[src/rtl/ksa_if.sv]
// Request/memory bundle between the sequencing controller, the ARC4 key-scheduling
// stage and the 256x8 S memory. The slave side is the ksa block itself.
interface ksa_if #(
   parameter int KEY_BYTES = 3
);
   logic                   en;
   logic                   rdy;
   logic [8*KEY_BYTES-1:0] key;
   logic [7:0]             addr;
   logic [7:0]             rddata;
   logic [7:0]             wrdata;
   logic                   wren;

   modport master (
      output en, key, rddata,
      input  rdy, addr, wrdata, wren
   );

   modport slave (
      input  en, key, rddata,
      output rdy, addr, wrdata, wren
   );
endinterface

[src/rtl/ksa.sv]
// ARC4 key-scheduling stage operating on an external 256x8 S memory (1-cycle read latency).
// Optional macro KSA_SKIP_SELF_SWAP_EN: skip both writes of an iteration when j equals i.
module ksa #(
   parameter int KEY_BYTES = 3
) (
   input  logic  clk,
   input  logic  rst_n,
   ksa_if.slave  bus
);

   localparam int KW = (KEY_BYTES > 1) ? $clog2(KEY_BYTES) : 1;

   typedef enum logic [2:0] {
      IDLE    = 3'd0,
      READ_I  = 3'd1,
      LOAD_I  = 3'd2,
      READ_J  = 3'd3,
      LOAD_J  = 3'd4,
      WRITE_I = 3'd5,
      WRITE_J = 3'd6
   } state_t;

   state_t                 state_q, state_d;
   state_t                 after_iter_s;
   logic [7:0]             i_q, i_d;
   logic [7:0]             j_q, j_d;
   logic [7:0]             si_q, si_d;
   logic [7:0]             sj_q, sj_d;
   logic [KW-1:0]          kidx_q, kidx_d;
   logic [8*KEY_BYTES-1:0] key_q, key_d;
   logic                   rdy_q, rdy_d;
   logic                   wren_q, wren_d;
   logic [7:0]             addr_q, addr_d;
   logic [7:0]             wrdata_q, wrdata_d;
   logic [7:0]             i_next_s;
   logic [KW-1:0]          kidx_next_s;

   // Byte idx of the latched key, byte 0 being the most significant one.
   function automatic logic [7:0] key_byte(input logic [8*KEY_BYTES-1:0] k,
                                           input logic [KW-1:0] idx);
      logic [7:0] b_sel;
      b_sel = 8'd0;
      for (int b = 0; b < KEY_BYTES; b++) begin
         b_sel = (idx == KW'(b)) ? k[8*(KEY_BYTES-1-b) +: 8] : b_sel;
      end
      return b_sel;
   endfunction

   // Next-state, datapath update and registered-output decode.
   always_comb begin
      state_d     = state_q;
      i_d         = i_q;
      j_d         = j_q;
      si_d        = si_q;
      sj_d        = sj_q;
      kidx_d      = kidx_q;
      key_d       = key_q;
      i_next_s    = i_q + 8'd1;
      kidx_next_s = (kidx_q == KW'(KEY_BYTES-1)) ? {KW{1'b0}} : kidx_q + KW'(1);
      after_iter_s = (i_q == 8'd255) ? IDLE : READ_I;

      case (state_q)
         IDLE: begin
            if (bus.en) begin
               key_d   = bus.key;
               i_d     = 8'd0;
               j_d     = 8'd0;
               kidx_d  = {KW{1'b0}};
               state_d = READ_I;
            end else begin
               state_d = IDLE;
            end
         end
         READ_I:  state_d = LOAD_I;
         LOAD_I: begin
            si_d    = bus.rddata;
            j_d     = j_q + bus.rddata + key_byte(key_q, kidx_q);
            state_d = READ_J;
         end
         READ_J:  state_d = LOAD_J;
         LOAD_J: begin
            sj_d = bus.rddata;
`ifdef KSA_SKIP_SELF_SWAP_EN
            if (j_q == i_q) begin
               i_d     = i_next_s;
               kidx_d  = kidx_next_s;
               state_d = after_iter_s;
            end else begin
               state_d = WRITE_I;
            end
`else
            state_d = WRITE_I;
`endif
         end
         WRITE_I: state_d = WRITE_J;
         WRITE_J: begin
            i_d     = i_next_s;
            kidx_d  = kidx_next_s;
            state_d = after_iter_s;
         end
         default: state_d = IDLE;
      endcase

      // Outputs are registered, so they are decoded from the state being entered.
      case (state_d)
         READ_I, WRITE_I: addr_d = i_d;
         READ_J, WRITE_J: addr_d = j_d;
         default:         addr_d = 8'd0;
      endcase

      case (state_d)
         WRITE_I: wrdata_d = sj_d;
         WRITE_J: wrdata_d = si_d;
         default: wrdata_d = 8'd0;
      endcase

      wren_d = (state_d == WRITE_I) || (state_d == WRITE_J);
      rdy_d  = (state_d == IDLE);
   end

   // State, datapath and output registers with synchronous reset.
   always_ff @(posedge clk) begin
      if (rst_n) begin
         state_q  <= IDLE;
         i_q      <= 8'd0;
         j_q      <= 8'd0;
         si_q     <= 8'd0;
         sj_q     <= 8'd0;
         kidx_q   <= {KW{1'b0}};
         key_q    <= {(8*KEY_BYTES){1'b0}};
         rdy_q    <= 1'b1;
         wren_q   <= 1'b0;
         addr_q   <= 8'd0;
         wrdata_q <= 8'd0;
      end else begin
         state_q  <= state_d;
         i_q      <= i_d;
         j_q      <= j_d;
         si_q     <= si_d;
         sj_q     <= sj_d;
         kidx_q   <= kidx_d;
         key_q    <= key_d;
         rdy_q    <= rdy_d;
         wren_q   <= wren_d;
         addr_q   <= addr_d;
         wrdata_q <= wrdata_d;
      end
   end

   assign bus.rdy    = rdy_q;
   assign bus.wren   = wren_q;
   assign bus.addr   = addr_q;
   assign bus.wrdata = wrdata_q;

endmodule

[src/flat_wrapper.sv]
// flat-port wrapper written by rule: the top's interface ports become plain ports
module ksa_flat 
#(
   parameter int KEY_BYTES = 3
)
  (clk, rst_n, bus_en, bus_key, bus_rddata, bus_rdy, bus_addr, bus_wrdata, bus_wren);
  ksa_if #(.KEY_BYTES(KEY_BYTES)) bus_i ();
  input  logic clk;
  input  logic rst_n;
  input wire logic [$bits(bus_i.en)-1:0] bus_en;
  input wire logic [$bits(bus_i.key)-1:0] bus_key;
  input wire logic [$bits(bus_i.rddata)-1:0] bus_rddata;
  output wire logic [$bits(bus_i.rdy)-1:0] bus_rdy;
  output wire logic [$bits(bus_i.addr)-1:0] bus_addr;
  output wire logic [$bits(bus_i.wrdata)-1:0] bus_wrdata;
  output wire logic [$bits(bus_i.wren)-1:0] bus_wren;
  assign bus_i.en = bus_en;
  assign bus_i.key = bus_key;
  assign bus_i.rddata = bus_rddata;
  assign bus_rdy = bus_i.rdy;
  assign bus_addr = bus_i.addr;
  assign bus_wrdata = bus_i.wrdata;
  assign bus_wren = bus_i.wren;
  ksa #(.KEY_BYTES(KEY_BYTES)) u_core (.clk(clk), .rst_n(rst_n), .bus(bus_i));
endmodule
[config.mk]
export PLATFORM = sky130hd
export DESIGN_NAME = ksa_flat
export DESIGN_NICKNAME = d
export VERILOG_FILES = /design/src/rtl/ksa_if.sv /design/src/rtl/ksa.sv /design/src/flat_wrapper.sv
export SDC_FILE = /design/constraint.sdc
export NUM_CORES = 1
export LEC_CHECK = 0
export BUFFER_PORTS_ARGS = -buffer_cell sky130_fd_sc_hd__buf_2
export CORE_MARGIN = 10
export CORE_UTILIZATION = 56
export CTS_CLUSTER_SIZE = 8
export DETAILED_ROUTE_END_ITERATION = 8
export PLACE_DENSITY = 0.83
export SYNTH_ARGS = -nofsm -noshare
export SYNTH_HDL_FRONTEND = slang
export SYNTH_SLANG_ARGS = --single-unit
export TNS_END_PERCENT = 5
[constraint.sdc]
create_clock -name clk -period 4 [get_ports clk]
set_clock_uncertainty 0.05 [all_clocks]
set_input_delay 0.6 -clock clk [delete_from_list [all_inputs] [get_ports clk]]
set_output_delay 0.6 -clock clk [all_outputs]
set_load 0.005 [all_outputs]
==> impl_metrics.py, run 1 <==
metrics = {
    "clock_tree": {
        "post_cts_buffers": 0,
        "cts_buffers": 9,
        "clk-insertion-delay-late_ns": 0.36,
        "clk_pin_slew_ns": 0.07,
        "cts_tree": "done",
        "root_buffer": "clkbuf_8",
        "cts_sinks": 71,
        "clockBufferDepth": 2,
        "hold_buffers": 0,
        "cts.repair.resized": 0,
        "h-tree-depth": 3,
    },
    "pwr": {
        "peakVddDrop_mv": 0.2324,
        "comb_power_share_pct": 14.0,
        "internal_power_uw": 1220,
        "p_leak_uw": 0.001618,
        "powerDensity_nw_per_um2": 432.9,
        "swShare_pct": 25.76,
        "p_clk_share_pct": 39.2,
        "p_switching_uw": 423.5,
        "p_seq_share_pct": 46.8,
    },
    "placed_design": {
        "placed_cells": 500,
        "place.detailed.hpwl_microns": 5758,
        "gp_congestion": 0.9703,
        "io_buffers": 52,
    },
    "sta": {
        "fmax_ghz": 0.2996,
        "timing.slew.headroom_pct": 33.29,
        "drv_slew": 0,
        "hold_viol_final": 0,
        "fin_crit_sh_pct": 83.44,
        "setup_viol": 0,
        "min_period_ns": 3.338,
        "worst_slew_pin_slew_ns": 0.9992,
        "rsz0062_at_grt": "false",
        "tns_ns": 0,
        "finalHoldWorstSlack_ns": 0.4090,
    },
    "yosys": {
        "netlist-cell-type-count": 51,
        "synthArstFlopShare_pct": 0,
        "synthesis.nets": 450,
        "avgSynthCellArea_sq_um": 8.308,
        "synthFlopType": "dfxtp_1",
        "synth_edf_count": 0,
        "syn_area_sq_um": 3323,
        "netlist_instances": 400,
        "ys_seq_elements": 71,
        "synth-seq-area-share_pct": 42.77,
        "yosysWarnings": 0,
    },
    "global_route": {
        "grt_max_degree": 38,
        "grt_pass1_vias": 2827,
        "grt_pass1_wl_microns": 13520,
        "overflow": 0,
        "track_usage_pct": 17.09,
        "antenna_found_initial": 0,
    },
    "setup_path": {
        "critPathKind": "flip-flop to flip-flop",
        "path_max_fanout": 12,
        "worstSetupEndpointType": "flip-flop",
        "cpPeakStageDelay_ns": 0.54,
        "crit_path_cell_trace": "nor2b_1 > a21oi_1 > fa_1 > inv_1 > ha_1 > inv_1 > fa_1 > nand2b_1 > a21oi_1 > a211o_1 > a21oi_1 > a22o_1",
        "crit_top_cell": "a21oi_1",
        "cp.arrival_ns": 3.54,
        "critPathRequiredTime_ns": 4.20,
        "cpMaxStageDelayCell": "dfxtp_1",
        "worst_setup_path_start_kind": "flip-flop",
    },
    "route": {
        "routed-via-count": 2829,
        "wire_per_inst_microns": 15.30,
        "drt_iter0_drc": 197,
        "wl_microns": 7896,
        "ant_nets": 0,
        "vias_per_cell": 5.483,
        "drcViolationCount": 0,
        "dr.pass1.iters": 4,
    },
    "floorplanning": {
        "design.core.area_sq_um": 5642,
        "row_count": 27,
        "die_area_sq_um": 9416,
        "start_util_pct": 58.90,
        "fp.dieW_microns": 97.04,
        "die_h_microns": 97.04,
        "io_pins": 53,
    },
    "layout": {
        "synthToLayoutAreaGrowth_pct": 14.27,
        "nets": 489,
        "drive_gt1_share_pct": 16.89,
        "stdcell_count": 516,
        "final_core_util_pct": 67.31,
        "n_antenna_cell": 0,
    },
    "run": {
        "maxCapViolCount": 0,
    },
    "run_status": {
        "status": "finished clean",
    },
    "hold_path": {
        "hold_class": "flip-flop to flip-flop",
    },
}
[final timing paths]
check                    from                 end  slack (ns)  cells after the start
max          u_core.kidx_q[1]  u_core.bus.addr[5]        0.66                     12
min reg2reg   u_core.key_q[2]     u_core.key_q[2]        0.41                      2
max reg2reg  u_core.kidx_q[1]  u_core.bus.addr[5]        0.66                     12
min           u_core.key_q[2]     u_core.key_q[2]        0.41                      2
[metrics by stage]
step / area, sq um / setup WS (ns) / power, uW
after CTS: 3797 / 0.6908 / 1650
after floorplan: 3323 / 0.9125 / 945.3
after global placement: 3573 / 0.8851 / 1002
after global routing: 3797 / 0.3117 / 1722
final: 3797 / 0.6623 / 1644
after detailed placement: 3573 / 0.6913 / 1012
[synth_stat cells (2+ instances only)]
cell type  instances  area share [%]
a21oi_1           54             8.1
a22o_1             6             1.6
a22oi_1            2            0.45
a2bb2oi_1          2            0.53
a32oi_1            3            0.79
buf_1              2            0.23
buf_2              5            0.75
clkbuf_1          17             1.9
dfxtp_1           71              43
fa_1               8             4.8
ha_1               7             2.6
inv_1             28             3.2
mux2i_1           16             4.8
nand2_1           72             8.1
nand2b_1           6             1.1
nand3_1            5            0.75
nand3b_1           2            0.45
nor2_1            34             3.8
nor2b_1            4            0.75
nor3_1             5            0.75
o211ai_1           2            0.45
o21ai_0           11             1.7
o21ai_1            2            0.30
or2_2              2            0.38
or3_1              2            0.38
or4_1              2            0.45
or4b_1             2            0.60
xnor2_1            3            0.79
xor2_1             3            0.79
[cells by family (layout without fill, tap and decap cells)]
logic type               after synthesis  in the layout  synth area share (%)
AO/OA/AOI/OAI                         93             93                 16.57
buffers and inverters                 55             99                 6.739
flip-flops                            71             71                 42.77
XOR/XNOR                               6              6                 1.582
adder cells (fa/ha/maj)               15             15                 7.455
AND/OR/NAND/NOR                      144            144                 20.07
multiplexers                          16             16                 4.819
[power by group through the flow]
stage / registers (uW) / clock network [uW] / logic (uW)
floorplan: 769 / 0 / 176
global placement: 784 / 0 / 219
detailed placement: 784 / 0 / 228
CTS: 768 / 653 / 229
global route: 773 / 686 / 263
finish: 769 / 645 / 230
[worst max-delay path: cells and delay by family, from the launching register on]
family                   cells  cell delay, ns
AO/OA/AOI/OAI                5            0.77
AND/OR/NAND/NOR              2            0.70
flip-flops                   1            0.54
buffers and inverters        2            0.14
adder cells (fa/ha/maj)      3            1.04
[per-layer routing]
| layer | up-vias | track usage, % | share of wire (%) |
|---|---|---|---|
| li1 | 1420 | - | - |
| met1 | 1308 | 20.28 | 44 |
| met2 | 88 | 27.81 | 48 |
| met3 | 13 | 4.755 | 6.0 |
| met4 | 0 | 8.005 | 1.7 |
| met5 | - | 0 | 0 |
[flip-flops by register name, summed over array words and instances, names as in the netlist, 2 cells and up]
register / flops
u_core.si_q: 8
u_core.i_q: 8
u_core.j_q: 8
u_core.bus.wrdata: 8
u_core.key_q: 24
u_core.state_q: 3
u_core.kidx_q: 2
u_core.bus.addr: 8
[cells in the final DEF (no fill, tap or decap), types with 7 or more instances in the layout]
| cell | n |
|---|---|
| ha_1 | 7 |
| buf_2 | 52 |
| nand2_1 | 72 |
| fa_1 | 8 |
| a21oi_1 | 54 |
| inv_1 | 28 |
| nor2_1 | 34 |
| mux2i_1 | 16 |
| clkbuf_8 | 11 |
| o21ai_0 | 11 |
| dfxtp_1 | 71 |
[area by class of cell]
cell class / instances / area [sq um]
clock buffer: 13 / 158.9
clock inverter: 3 / 65.06
fill: 457 / 1844
inverter: 29 / 108.9
multi-input combinational: 274 / 1678
sequential: 71 / 1421
tap: 72 / 90.09
timing repair buffer: 54 / 275.3
Power figures use the tool's default switching activity.
==> inputs of run 2 (changes only) <==
--- a/config.mk
+++ b/config.mk
@@ -7,10 +7,10 @@
 export LEC_CHECK = 0
 export BUFFER_PORTS_ARGS = -buffer_cell sky130_fd_sc_hd__buf_2
 export CORE_MARGIN = 10
-export CORE_UTILIZATION = 56
+export CORE_UTILIZATION = 50
 export CTS_CLUSTER_SIZE = 8
 export DETAILED_ROUTE_END_ITERATION = 8
-export PLACE_DENSITY = 0.83
+export PLACE_DENSITY = 0.79
 export SYNTH_ARGS = -nofsm -noshare
 export SYNTH_HDL_FRONTEND = slang
 export SYNTH_SLANG_ARGS = --single-unit
==> constraint.sdc (replaced) <==
create_clock -name clk -period 3 [get_ports clk]
set_clock_uncertainty 0.05 [all_clocks]
set_input_delay 0.45 -clock clk [delete_from_list [all_inputs] [get_ports clk]]
set_output_delay 0.45 -clock clk [all_outputs]
set_load 0.005 [all_outputs]
==> impl_metrics.py, run 2 (same netlist as run 1, synthesis figures left out) <==
metrics = {
    "placed_design": {
        "io_buffers": 52,
        "gp_congestion": 0.8723,
        "place.detailed.hpwl_microns": 5954,
    },
    "run": {
        "maxCapViolCount": 0,
    },
    "floorplanning": {
        "die_h_microns": 101.5,
        "design.core.area_sq_um": 6386,
        "fp.dieW_microns": 101.5,
        "row_count": 29,
        "io_pins": 53,
        "die_area_sq_um": 10310,
        "start_util_pct": 52.04,
    },
    "setup_path": {
        "critPathRequiredTime_ns": 3.19,
        "crit_path_cell_trace": "buf_6 > mux2i_1 > nor2_1 > a21oi_1 > fa_1 > inv_1 > ha_1 > a21o_1 > a21oi_1 > xor2_1 > o21ai_0 > a22o_1",
        "cp.arrival_ns": 2.97,
        "cpPeakStageDelay_ns": 0.49,
        "path_max_fanout": 6,
        "worst_setup_path_start_kind": "flip-flop",
        "ff2ff_path_depth": 12,
        "rrSetupSlack_ns": 0.22,
        "crit_top_cell": "a21oi_1",
        "critPathKind": "flip-flop to flip-flop",
        "cpMaxStageDelayCell": "fa_1",
        "worstSetupEndpointType": "flip-flop",
        "regToRegStartpoint": "u_core.kidx_q[0]",
        "timing.rr.end": "u_core.bus.addr[4]",
    },
    "hold_path": {
        "hold_class": "input port to flip-flop",
        "whs_endpoint": "u_core.key_q[8]",
        "hold_path_depth": 3,
        "min-delay-start": "bus_key[8]",
    },
    "pwr": {
        "powerDensity_nw_per_um2": 557.5,
        "p_leak_uw": 0.001657,
        "peakVddDrop_mv": 0.3601,
        "internal_power_uw": 1587,
        "p_seq_share_pct": 47.2,
        "p_switching_uw": 566.2,
        "p_clk_share_pct": 37.7,
        "comb_power_share_pct": 15.1,
        "swShare_pct": 26.29,
        "p_total_uw": 2153,
    },
    "sta": {
        "fin_crit_sh_pct": 92.78,
        "min_period_ns": 2.784,
        "setup_viol": 0,
        "hold_viol_final": 0,
        "drv_slew": 0,
        "timing.slew.headroom_pct": 56.94,
        "finalHoldWorstSlack_ns": 0.2882,
        "fmax_ghz": 0.3593,
        "worst_slew_pin_slew_ns": 0.6459,
        "tns_ns": 0,
        "rsz0062_at_grt": "false",
    },
    "clock_tree": {
        "clk_pin_slew_ns": 0.07,
        "hold_buffers": 0,
        "cts.repair.resized": 0,
        "cts_sinks": 71,
        "cts_tree": "done",
        "cts_buffers": 9,
        "post_cts_buffers": 0,
        "h-tree-depth": 3,
        "clockBufferDepth": 2,
        "root_buffer": "clkbuf_8",
        "clk-insertion-delay-late_ns": 0.35,
    },
    "layout": {
        "drive_gt1_share_pct": 19.29,
        "final_common_cell": "nand2_1",
        "largest_reg_flops": 24,
        "final_cell_mix": "72 x nand2_1, 70 x dfxtp_1, 52 x a21oi_1, 52 x buf_2, 34 x nor2_1",
        "nets": 496,
        "synthToLayoutAreaGrowth_pct": 16.23,
        "n_antenna_cell": 0,
        "regMostFlops": "u_core.key_q",
    },
    "route": {
        "dr.pass1.iters": 5,
        "vias_per_cell": 5.386,
        "wire_per_inst_microns": 15.01,
        "routed-via-count": 2844,
        "drcViolationCount": 0,
        "wl_microns": 7927,
        "drt_iter0_drc": 218,
        "ant_nets": 0,
    },
    "global_route": {
        "antenna_found_initial": 0,
        "grt_pass1_wl_microns": 12830,
        "grt_pass1_vias": 2662,
        "grt_max_degree": 30,
        "overflow": 0,
        "track_usage_pct": 15.46,
    },
    "run_status": {
        "status": "finished clean",
    },
}
-- run 2: cell count changes in the layout (fill, tap and decap cells not counted), sizes merged --
cell,previous run,this run
buf,54,61
clkbuf,13,12
clkinv,1,2
-- run 2: critical path, delay by kind of cell (launching register included) --
kind | cells | cell delay, ns
AOI/OAI and AO/OA | 5 | 0.83
adders and majority gates | 2 | 0.73
DFF | 1 | 0.37
buffers and inverters | 2 | 0.24
muxes | 1 | 0.20
xor gates and xnor gates | 1 | 0.19
and+or+nand+nor | 1 | 0.06
-- run 2: how the worst max path moves through the flow --
stage | startpoint | to
after detailed placement | u_core.kidx_q[0] | u_core.bus.addr[7]
after global routing | u_core.kidx_q[0] | u_core.bus.addr[7]
after global placement | u_core.kidx_q[0] | u_core.bus.addr[5]
final | u_core.kidx_q[0] | u_core.bus.addr[4]
after floorplan | u_core.kidx_q[0] | u_core.bus.addr[5]
after CTS | u_core.kidx_q[0] | u_core.bus.addr[7]
-- run 2: power by group through the flow --
stage | Combinational (uW) | Clock (uW) | Sequential [uW]
floorplan | 234 | 0 | 1030
global placement | 307 | 0 | 1040
detailed placement | 318 | 0 | 1040
CTS | 319 | 824 | 1020
global route | 368 | 865 | 1020
finish | 326 | 811 | 1020
-- run 2: per-layer routing --
| metal | up-vias | track usage, % | wire, microns |
|---|---|---|---|
| met4 | 0 | 5.466 | 106 |
| met5 | - | 0 | 0 |
| met1 | 1316 | 19.35 | 3512 |
| li1 | 1423 | - | - |
| met3 | 9 | 5.242 | 498 |
| met2 | 96 | 24.22 | 3810 |
-- run 2: final cells by class --
cell class	instances	area, sq um
multi-input cells	274	1698
repair buffers	61	331.6
clock inverters	4	70.07
well taps	77	96.34
fillers	549	2524
inverters	29	108.9
clock buffers	12	135.1
flip-flops and latches	71	1423
-- run 2: through the flow --
step | cells | utilization [%] | area, sq um | worst slack [ns]
6_report | 528 | 60.48 | 3862 | 0.2165
5_1_grt | 528 | 60.48 | 3862 | 0.002192
4_1_cts | 528 | 60.09 | 3837 | 0.07746
3_5_place_dp | 512 | 56.88 | 3632 | 0.08384
3_3_place_gp | 512 | 56.88 | 3632 | 0.2131
2_1_floorplan | 400 | - | 3324 | 0.1066
==> inputs of run 3 (changes only) <==
--- a/config.mk
+++ b/config.mk
@@ -7,10 +7,11 @@
 export LEC_CHECK = 0
 export BUFFER_PORTS_ARGS = -buffer_cell sky130_fd_sc_hd__buf_2
 export CORE_MARGIN = 10
-export CORE_UTILIZATION = 50
+export CORE_UTILIZATION = 56
 export CTS_CLUSTER_SIZE = 8
 export DETAILED_ROUTE_END_ITERATION = 8
-export PLACE_DENSITY = 0.79
+export PLACE_DENSITY = 0.83
+export SETUP_SLACK_MARGIN = 0.3
 export SYNTH_ARGS = -nofsm -noshare
 export SYNTH_HDL_FRONTEND = slang
 export SYNTH_SLANG_ARGS = --single-unit
==> constraint.sdc (replaced) <==
create_clock -name clk -period 3.08 [get_ports clk]
set_clock_uncertainty 0.05 [all_clocks]
set_input_delay 0.462 -clock clk [delete_from_list [all_inputs] [get_ports clk]]
set_output_delay 0.462 -clock clk [all_outputs]
set_load 0.005 [all_outputs]
==> impl_metrics.py, run 3 (same netlist as run 1, synthesis figures left out) <==
metrics = {
    "run_status": {
        "status": "finished clean",
    },
    "layout": {
        "regMostFlops": "u_core.key_q",
        "drive_gt1_share_pct": 21.11,
        "final_core_util_pct": 68.20,
        "synthToLayoutAreaGrowth_pct": 15.78,
        "nets": 496,
        "final_common_cell": "nand2_1",
        "seq_area_sq_um": 1425,
        "largest_reg_flops": 24,
        "n_antenna_cell": 0,
        "final_cell_mix": "72 x nand2_1, 70 x dfxtp_1, 52 x buf_2",
        "fillers": 459,
        "multi_input_area_sq_um": 1733,
    },
    "clock_tree": {
        "h-tree-depth": 3,
        "clockBufferDepth": 2,
        "clk-insertion-delay-late_ns": 0.35,
        "root_buffer": "clkbuf_8",
        "cts_sinks": 71,
        "hold_buffers": 0,
        "clk_pin_slew_ns": 0.07,
        "cts_tree": "done",
        "cts_buffers": 9,
    },
    "hold_path": {
        "hold_class": "input port to flip-flop",
    },
    "setup_path": {
        "crit_path_cell_trace": "nor2b_2 > a21oi_2 > fa_1 > inv_1 > ha_1 > a211oi_1 > o21bai_1 > a21oi_1 > xor2_1 > o21ai_1",
        "worst_setup_path_start_kind": "flip-flop",
        "critPathKind": "flip-flop to flip-flop",
        "cp.arrival_ns": 2.92,
        "path_max_fanout": 5,
        "critPathRequiredTime_ns": 3.26,
        "cpPeakStageDelay_ns": 0.55,
        "worstSetupEndpointType": "flip-flop",
        "cpMaxStageDelayCell": "fa_1",
    },
    "global_route": {
        "antenna_found_initial": 0,
        "track_usage_pct": 16.14,
        "grt_pass1_vias": 2680,
        "grt_pass1_wl_microns": 12790,
        "overflow": 0,
        "grt_max_degree": 32,
        "met1_usage_pct": 19.66,
        "met2_usage_pct": 25.92,
        "grt_use_met3_pct": 4.045,
        "busiest_layer": "met2",
    },
    "floorplanning": {
        "design.core.area_sq_um": 5642,
        "die_area_sq_um": 9416,
        "fp.dieW_microns": 97.04,
        "row_count": 27,
        "die_h_microns": 97.04,
        "start_util_pct": 58.90,
        "io_pins": 53,
    },
    "sta": {
        "drv_slew": 0,
        "min_period_ns": 2.740,
        "setup_viol": 0,
        "fmax_ghz": 0.3650,
        "hold_viol_final": 0,
        "timing.slew.headroom_pct": 55.74,
        "rsz0062_at_grt": "true",
        "worst_slew_pin_slew_ns": 0.6639,
        "fin_crit_sh_pct": 88.96,
        "tns_ns": 0,
    },
    "placed_design": {
        "io_buffers": 52,
        "place.detailed.hpwl_microns": 5764,
        "gp_congestion": 0.8962,
    },
    "pwr": {
        "p_total_uw": 1952,
        "peakVddDrop_mv": 0.3950,
        "powerDensity_nw_per_um2": 507.2,
        "p_leak_uw": 0.001644,
    },
    "route": {
        "vias_per_cell": 5.444,
        "dr.pass1.iters": 4,
        "drcViolationCount": 0,
        "ant_nets": 0,
        "wl_microns": 7758,
        "drt_iter0_drc": 171,
        "routed-via-count": 2842,
        "wire_per_inst_microns": 14.86,
    },
    "run": {
        "maxCapViolCount": 0,
    },
}
-- run 3: changes by cell type in the layout (fill, tap and decap cells not counted), sizes merged --
cell,delta
bufinv,-2
clkbuf,-2
clkinv,+3
-- run 3: path summary, 6_finish.rpt --
check / startpoint / end / slack [ns] / cells after the start
setup / recovery: u_core.kidx_q[0] / u_core.bus.addr[6] / 0.34 / 10
hold / removal: bus_key[3] / u_core.key_q[3] / 0.30 / 3
setup reg to reg: u_core.kidx_q[0] / u_core.bus.addr[6] / 0.34 / 10
hold reg to reg: u_core.key_q[20] / u_core.key_q[20] / 0.40 / 2
-- run 3: worst max-delay path: cells and delay by family (launching register included) --
family                   cells  cell delay (ns)
adder cells (fa/ha/maj)      2             0.86
AO/OA/AOI/OAI                5             0.79
flip-flops                   1             0.37
AND/OR/NAND/NOR              1             0.26
XOR/XNOR                     1             0.22
buffers and inverters        1             0.06
-- run 3: where the power goes --
group          leakage (uW)  internal [uW]  switching, uW
Sequential         0.000578            960           31.7
Combinational      0.000974            134            189
Clock             0.0000914            302            335
-- run 3: per-stage QoR --
stage | setup slack [ns] | cell area [sq um] | instances | hold slack [ns]
after floorplan | 0.3266 | 3336 | 400 | 0.3857
final | 0.3399 | 3847 | 522 | 0.2959
after detailed placement | 0.2634 | 3623 | 506 | 0.3984
after global routing | 0.1948 | 3847 | 522 | 0.2951
after CTS | 0.2948 | 3799 | 521 | 0.2875
after global placement | 0.3097 | 3623 | 506 | 0.3922
-- run 3: final cells by class --
| cell class | instances | share of cell area [%] |
|---|---|---|
| Clock inverter | 5 | 0.6504 |
| Multi-Input combinational cell | 274 | 45.04 |
| Timing Repair Buffer | 61 | 8.520 |
| Sequential cell | 71 | 37.04 |
| Tap cell | 72 | 2.341 |
| Clock buffer | 10 | 3.577 |
| Inverter | 29 | 2.829 |
-- run 3: layer usage --
| layer | share of wire (%) | up-vias |
|---|---|---|
| met5 | 0 | - |
| met4 | 2.2 | 0 |
| met3 | 5.8 | 15 |
| met2 | 47 | 77 |
| met1 | 45 | 1317 |
| li1 | - | 1433 |
-- run 3: what timing repair did --
action,CTS,global route
setup buffers,0,1
gates cloned,0,0
resized for setup,3,11
endpoints found under the setup margin,4,10
pin swaps,1,2
